[config.mk]
export PLATFORM = sky130hd
export DESIGN_NAME = count_load_sequencer
export DESIGN_NICKNAME = d
export VERILOG_FILES = /design/src/rtl/count_load_sequencer.sv
export SDC_FILE = /design/constraint.sdc
export NUM_CORES = 1
export LEC_CHECK = 0
export ABC_AREA = 1
export CORE_UTILIZATION = 35
export DETAILED_ROUTE_END_ITERATION = 8
export GPL_TIMING_DRIVEN = 0
export PLACE_DENSITY = 0.66
export REMOVE_ABC_BUFFERS = 1
export SLEW_MARGIN = 30
export SYNTH_ARGS = -nofsm -noshare
export SYNTH_HDL_FRONTEND = slang
export SYNTH_SLANG_ARGS = --single-unit
[constraint.sdc]
create_clock -name clock -period 4.45 [get_ports clock]
set_input_delay 0.445 -clock clock [delete_from_list [all_inputs] [get_ports clock]]
set_output_delay 0.445 -clock clock [all_outputs]
set_load 0.1 [all_outputs]
[src/rtl/count_load_sequencer.sv]
// rtl/count_load_sequencer.sv - command stage that presets the loadable counter and runs it to a stop value
// Optional RUN-state watchdog with err output: define CNT_SEQ_WDOG_EN.
module count_load_sequencer #(
    parameter int WIDTH  = 8,
    parameter int LOAD_W = 3
`ifdef CNT_SEQ_WDOG_EN
    ,
    parameter int WDOG_CYCLES = 256
`endif
) (
    input  logic              clock,
    input  logic              reset,
    input  logic              cmd_valid,
    output logic              cmd_ready,
    input  logic [WIDTH-1:0]  cmd_start,
    input  logic [WIDTH-1:0]  cmd_stop,
    input  logic [LOAD_W-1:0] cmd_mode,
    input  logic              abort,
    input  logic [WIDTH-1:0]  cnt,
    output logic              ena,
    output logic [LOAD_W-1:0] load,
    output logic [WIDTH-1:0]  data,
    output logic              busy,
    output logic              done
`ifdef CNT_SEQ_WDOG_EN
    ,
    output logic              err
`endif
);

    typedef enum logic [1:0] {
        IDLE   = 2'd0,
        LOAD_S = 2'd1,
        RUN    = 2'd2,
        DONE_S = 2'd3
    } state_t;

    state_t            state;
    logic [WIDTH-1:0]  stop_q;
    logic [LOAD_W-1:0] mode_eff;

`ifdef CNT_SEQ_WDOG_EN
    localparam int WDOG_W = (WDOG_CYCLES > 1) ? $clog2(WDOG_CYCLES) : 1;
    localparam logic [WDOG_W-1:0] WDOG_LAST = WDOG_W'(WDOG_CYCLES - 1);
    logic [WDOG_W-1:0] wdog_cnt;
`endif

    // A zero load code would mean "no load", so it is promoted to 1.
    assign mode_eff = (cmd_mode == '0) ? LOAD_W'(1) : cmd_mode;

    // Enable is combinational so the counter stops on the very edge it reaches stop.
    assign ena = (state == RUN) && (cnt != stop_q);

    always_ff @(posedge clock or posedge reset) begin
        if (reset) begin
            state     <= IDLE;
            cmd_ready <= 1'b0;
            load      <= '0;
            data      <= '0;
            busy      <= 1'b0;
            done      <= 1'b0;
            stop_q    <= '0;
`ifdef CNT_SEQ_WDOG_EN
            wdog_cnt  <= '0;
            err       <= 1'b0;
`endif
        end else begin
            done <= 1'b0;
`ifdef CNT_SEQ_WDOG_EN
            err  <= 1'b0;
`endif
            if (abort) begin
                state     <= IDLE;
                cmd_ready <= 1'b1;
                load      <= '0;
                busy      <= 1'b0;
            end else begin
                case (state)
                    IDLE: begin
                        cmd_ready <= 1'b1;
                        if (cmd_valid && cmd_ready) begin
                            state     <= LOAD_S;
                            cmd_ready <= 1'b0;
                            load      <= mode_eff;
                            data      <= cmd_start;
                            stop_q    <= cmd_stop;
                            busy      <= 1'b1;
                        end
                    end
                    LOAD_S: begin
                        load  <= '0;
                        state <= RUN;
`ifdef CNT_SEQ_WDOG_EN
                        wdog_cnt <= '0;
`endif
                    end
                    RUN: begin
                        if (cnt == stop_q) begin
                            state <= DONE_S;
                            done  <= 1'b1;
                            busy  <= 1'b0;
                        end
`ifdef CNT_SEQ_WDOG_EN
                        else if (wdog_cnt == WDOG_LAST) begin
                            state     <= IDLE;
                            err       <= 1'b1;
                            busy      <= 1'b0;
                            cmd_ready <= 1'b1;
                        end else begin
                            wdog_cnt <= wdog_cnt + 1'b1;
                        end
`endif
                    end
                    DONE_S: begin
                        state     <= IDLE;
                        cmd_ready <= 1'b1;
                    end
                    default: state <= IDLE;
                endcase
            end
        end
    end

endmodule

[Word-level counts from Yosys, hierarchy flattened]
Cells that the tools add are included.
Cells by class
  equal/unequal tests: 7
  multiplexer cells: 18
  bitwise logic cells: 1
  reductions and logical operators: 11
Operator list (number)
  two-way mux 3 bit: 3
  nonzero test 3 bit: 3
  equality test 8 bit: 1
  two-way mux 1 bit: 8
  != test 8 bit: 1
  case mux 2 bit (4 select lines): 1
  two-way mux 2 bit: 3
  case mux 3 bit (2 select lines): 1
  AND reduction 3 bit: 2
  equality test 2 bit (second input constant): 2
  case mux 1 bit (2 select lines): 2
  AND reduction 2 bit: 2
  zero test 3 bit: 1
  != test 3 x 2 -> 1 bit (second input constant): 1
  != test 3 bit (second input constant): 1
  equality test 2 x 1 -> 1 bit (second input constant): 1
  logical AND 1 bit: 2
  zero test 2 bit: 1
  NOT 1 bit: 1
Word-level totals
  logic and storage cells: 44
  output and inout port bits: 15
  input bits: 31
  bits in registers: 24

[Longest topological paths before layout]
  word-level depth: 5
  mapped depth: 10
  mapped depth without buffers: 10

[Worst setup path after synthesis]
OpenSTA, ideal clock, no wires.
  path type: reg2out
  start point: register state[0]
  end point: output ena
  data arrival time: 2168 ps
  stages on the path, launching flop included: 5
  buffers on the path: 0
  setup slack: 1837 ps
  required time: 4005 ps
  cells stage by stage: dfrtp_1 -> inv_1 -> ha_1 -> inv_1 -> a21oi_1
Between the ends
  word-level cells in the longest chain between the ends: 2
Ends and longest elaborated chain
  start: declaration: RTL line 38  | state_t state;
  start signal: assignment: RTL line 56  | state <= IDLE;
  start signal: assignment: RTL line 73  | state <= IDLE;
  start signal: assignment: RTL line 82  | state <= LOAD_S;
  equality test 2 bit: RTL line 52  | assign ena = (state == RUN) && (cnt != stop_q);
  logical AND 1 bit: RTL line 52
  end: declaration: RTL line 20  | output logic ena,
No other way between the ends.

[Final worst setup path]
  start point: input cnt[7]
  end point: output ena
Between the ends
  word-level cells in the longest chain between the ends: 2
Ends and longest elaborated chain
  start: declaration: RTL line 19  | input logic [WIDTH-1:0] cnt,
  != test 8 bit: RTL line 52
  logical AND 1 bit: RTL line 52
No other way between the ends.

==> results.toml <==
[placement]
gp_congestion = 0.765
dp_slack_ns = 1.54
dp_cells = 214
port_buffers = 45
placed_area_um2 = 1700
dpl.hpwl_um = 1920

[clocking]
clock-sinks = 24
htree_levels = 1
root_buffer = "clkbuf_4"
clkTransAtPathRegs_ns = 0.14
cts-resized-gates = 0
clk_latency_ns = 0.33
hold_buffers = 0
clockBufferDepth = 2
cts_tree = "yes"
cts_setup_buffers = 0
cts_buffers = 3

[sta]
skew_ns = 0.00238
max_freq_mhz = 343
period_minus_slack_ns = 2.92
setup-tns-final_ns = 0
final_max_slew_viol_count = 0
setup_slack_ns = 1.53
period_share_pct = 65.5
finalSetupViolations = 0
worstMarginPinSlew_ns = 0.975
rsz0062_at_grt = "no"
finalHoldViolCount = 0
relSlewSlack_pct = 34.8

[drt]
vias = 998
via_per_inst = 4.58
ant_nets = 0
drt_iter0_markers = 20
drt-total-wl_um = 2540
wl_per_cell_um = 11.6
drc_errors = 0
firstDrtPassIters = 4

[synth]
ys_warn_count = 0
ys_ff_latch = 24
synth_cell_type_count = 21
synth_area_leaders = "dfrtp_1 (50%), mux2_4 (12%), nand2_1 (9.3%), inv_1 (5.9%), ha_1 (4.1%)"
avgSynthCellArea_um2 = 9.53
yosysSeqAreaShare_pct = 49.6
synth_area_um2 = 1210
synthCells = 127
synth_top_area_share_pct = 49.6
synth_largest_area_cell = "dfrtp_1"

[floorplanning]
start_util_pct = 38.4
dieArea_um2 = 3700
die_width_um = 60.8
io_pins = 46
die_h_um = 60.8
coreArea_um2 = 3150
row_count = 20

[worst_setup_path]
crit_type = "in -> out"
cp_common_cell = "nand2_1"
cp_data_required_time_ns = 4.01
crit_path_start = "cnt[7]"
reg2reg_to = "stop_q[2]"
cp-start-kind = "primary input"
reg2reg_depth = 4
worst-path-max-fanout = 2
max_stage_delay_ns = 1.15
cpLargestDelayFamily = "buffers and inverters"
cp.arrival_ns = 2.47
reg2reg_from = "state[0]"
cp_num_buf_inv = 3
reg2reg_slack_ns = 2.44
endpoint_kind = "primary output"
critPathSlowestCell = "clkdlybuf4s50_1"
crit_chain = "clkdlybuf4s50_1, inv_1, nand2_1, nand2_1, nand2_1, nor2_1, a21oi_1, clkdlybuf4s50_1"

[pwr]
power_density_nw_per_um2 = 830
pwr-share-seq_pct = 26.3
ir_drop_mv = 0.410
p_clk_share_pct = 11.2
p_sw_share_pct = 52.9
combPwrFrac_pct = 62.5
finalPower_mw = 1.45
p_int_mw = 0.685
leakagePower_nw = 0.852
p_sw_mw = 0.769

[cells_and_area]
syn_to_final_growth_pct = 44.8
multi_input_area_um2 = 518
insertedDiodeCount = 0
final_nets = 210
num-fill-cells = 322
fin_area_um2 = 1750
area.sequential_um2 = 601
drive_gt1_share_pct = 10.9
stdcell_count = 218

[global_route]
antenna_found_initial = 0
grt.total_usage_pct = 15.5
first_global_vias = 1001
grt_max_degree = 25
grt.overflow.total = 0
grt_pass1_wl_um = 4120

[outcome]
status = "finished clean"

[worst_hold_path]
hold_path.class = "in -> async"

[job]
cap_violations = 0
==> cells in the mapped netlist <==
| cell type | count |
|---|---|
| a21oi_2 | 1 |
| buf_2 | 1 |
| dfrtp_1 | 24 |
| a211oi_1 | 1 |
| nor2_1 | 12 |
| nand4_2 | 1 |
| buf_6 | 1 |
| nand3_1 | 3 |
| inv_2 | 1 |
| mux2_2 | 1 |
| nor3_1 | 1 |
| mux2_4 | 10 |
| nand4_1 | 1 |
| o211ai_1 | 1 |
| xnor2_1 | 3 |
| nand2_1 | 30 |
| a21oi_1 | 7 |
| o21ai_0 | 4 |
| ha_1 | 4 |
| o21ai_1 | 1 |
| inv_1 | 19 |
==> stage by stage <==
step           util, %  hold slack [ns]
2_1_floorplan        -            0.460
3_3_place_gp      53.9            0.457
3_5_place_dp      53.9            0.467
4_1_cts           55.6            0.501
5_1_grt           55.6            0.480
6_report          55.6            0.448
==> layer usage <==
layer / global-route usage (%) / routed length, um
met1: 16.9 / 1090
met2: 28.1 / 1210
met3: 3.62 / 178
met4: 7.79 / 54
met5: 0 / 0
==> worst register-to-register path, cell delays in order, from the launching register on <==
cell     delay (ns)
dfrtp_1        0.43
inv_1          0.11
ha_1           0.25
nand4_2        0.60
mux2_4         0.52
==> sequential cells by signal, summed over array words and instances, names as in the netlist <==
name	flops
busy	1
cmd_ready	1
data	8
done	1
load	3
state	2
stop_q	8
==> power groups by stage <==
stage / Clock [mW] / Sequential [mW] / Combinational, mW
after floorplan: 0 / 0.792 / 0.296
after global placement: 0 / 0.382 / 0.901
after detailed placement: 0 / 0.386 / 0.913
after CTS: 0.168 / 0.385 / 0.916
after global routing: 0.175 / 0.395 / 0.959
final: 0.162 / 0.383 / 0.909
==> how the worst max path moves through the flow <==
| stage | to | slack [ns] | cells past startpoint |
|---|---|---|---|
| 4_1_cts | ena | 1.54 | 8 |
| 3_3_place_gp | ena | 1.54 | 8 |
| 2_1_floorplan | ena | 1.84 | 4 |
| 6_report | ena | 1.53 | 8 |
| 5_1_grt | ena | 1.45 | 8 |
| 3_5_place_dp | ena | 1.54 | 8 |
==> cell type report <==
class | instances | area share, %
multi-input cells | 81 | 29.6
clock buffers | 3 | 1.29
clock inverters | 1 | 1.71
inverters | 20 | 4.29
well taps | 44 | 3.14
flip-flops and latches | 24 | 34.3
repair buffers | 45 | 25.7
==> cells in the final DEF, fill, tap and decap left out <==
cell type / n
xnor2_1: 3
mux2_4: 10
o211ai_1: 1
mux2_2: 1
o21ai_1: 1
nor2_1: 12
inv_2: 2
inv_1: 18
a21oi_2: 1
clkdlybuf4s50_1: 45
dfrtp_1: 24
nand4_2: 1
nand2_1: 30
nand3_1: 3
o21ai_0: 4
nand4_1: 1
nor3_1: 1
bufinv_16: 1
clkbuf_4: 3
ha_1: 4
a211oi_1: 1
a21oi_1: 7
==> cells by family after synthesis <==
logic type	share of synthesized area, %
AND/OR/NAND/NOR	16.2
flip-flops	49.6
AO/OA/AOI/OAI	6.93
multiplexers	13.3
buffers and inverters	7.55
adder cells (fa/ha/maj)	4.14
XOR/XNOR	2.17
(Power assumes the default switching activity.)
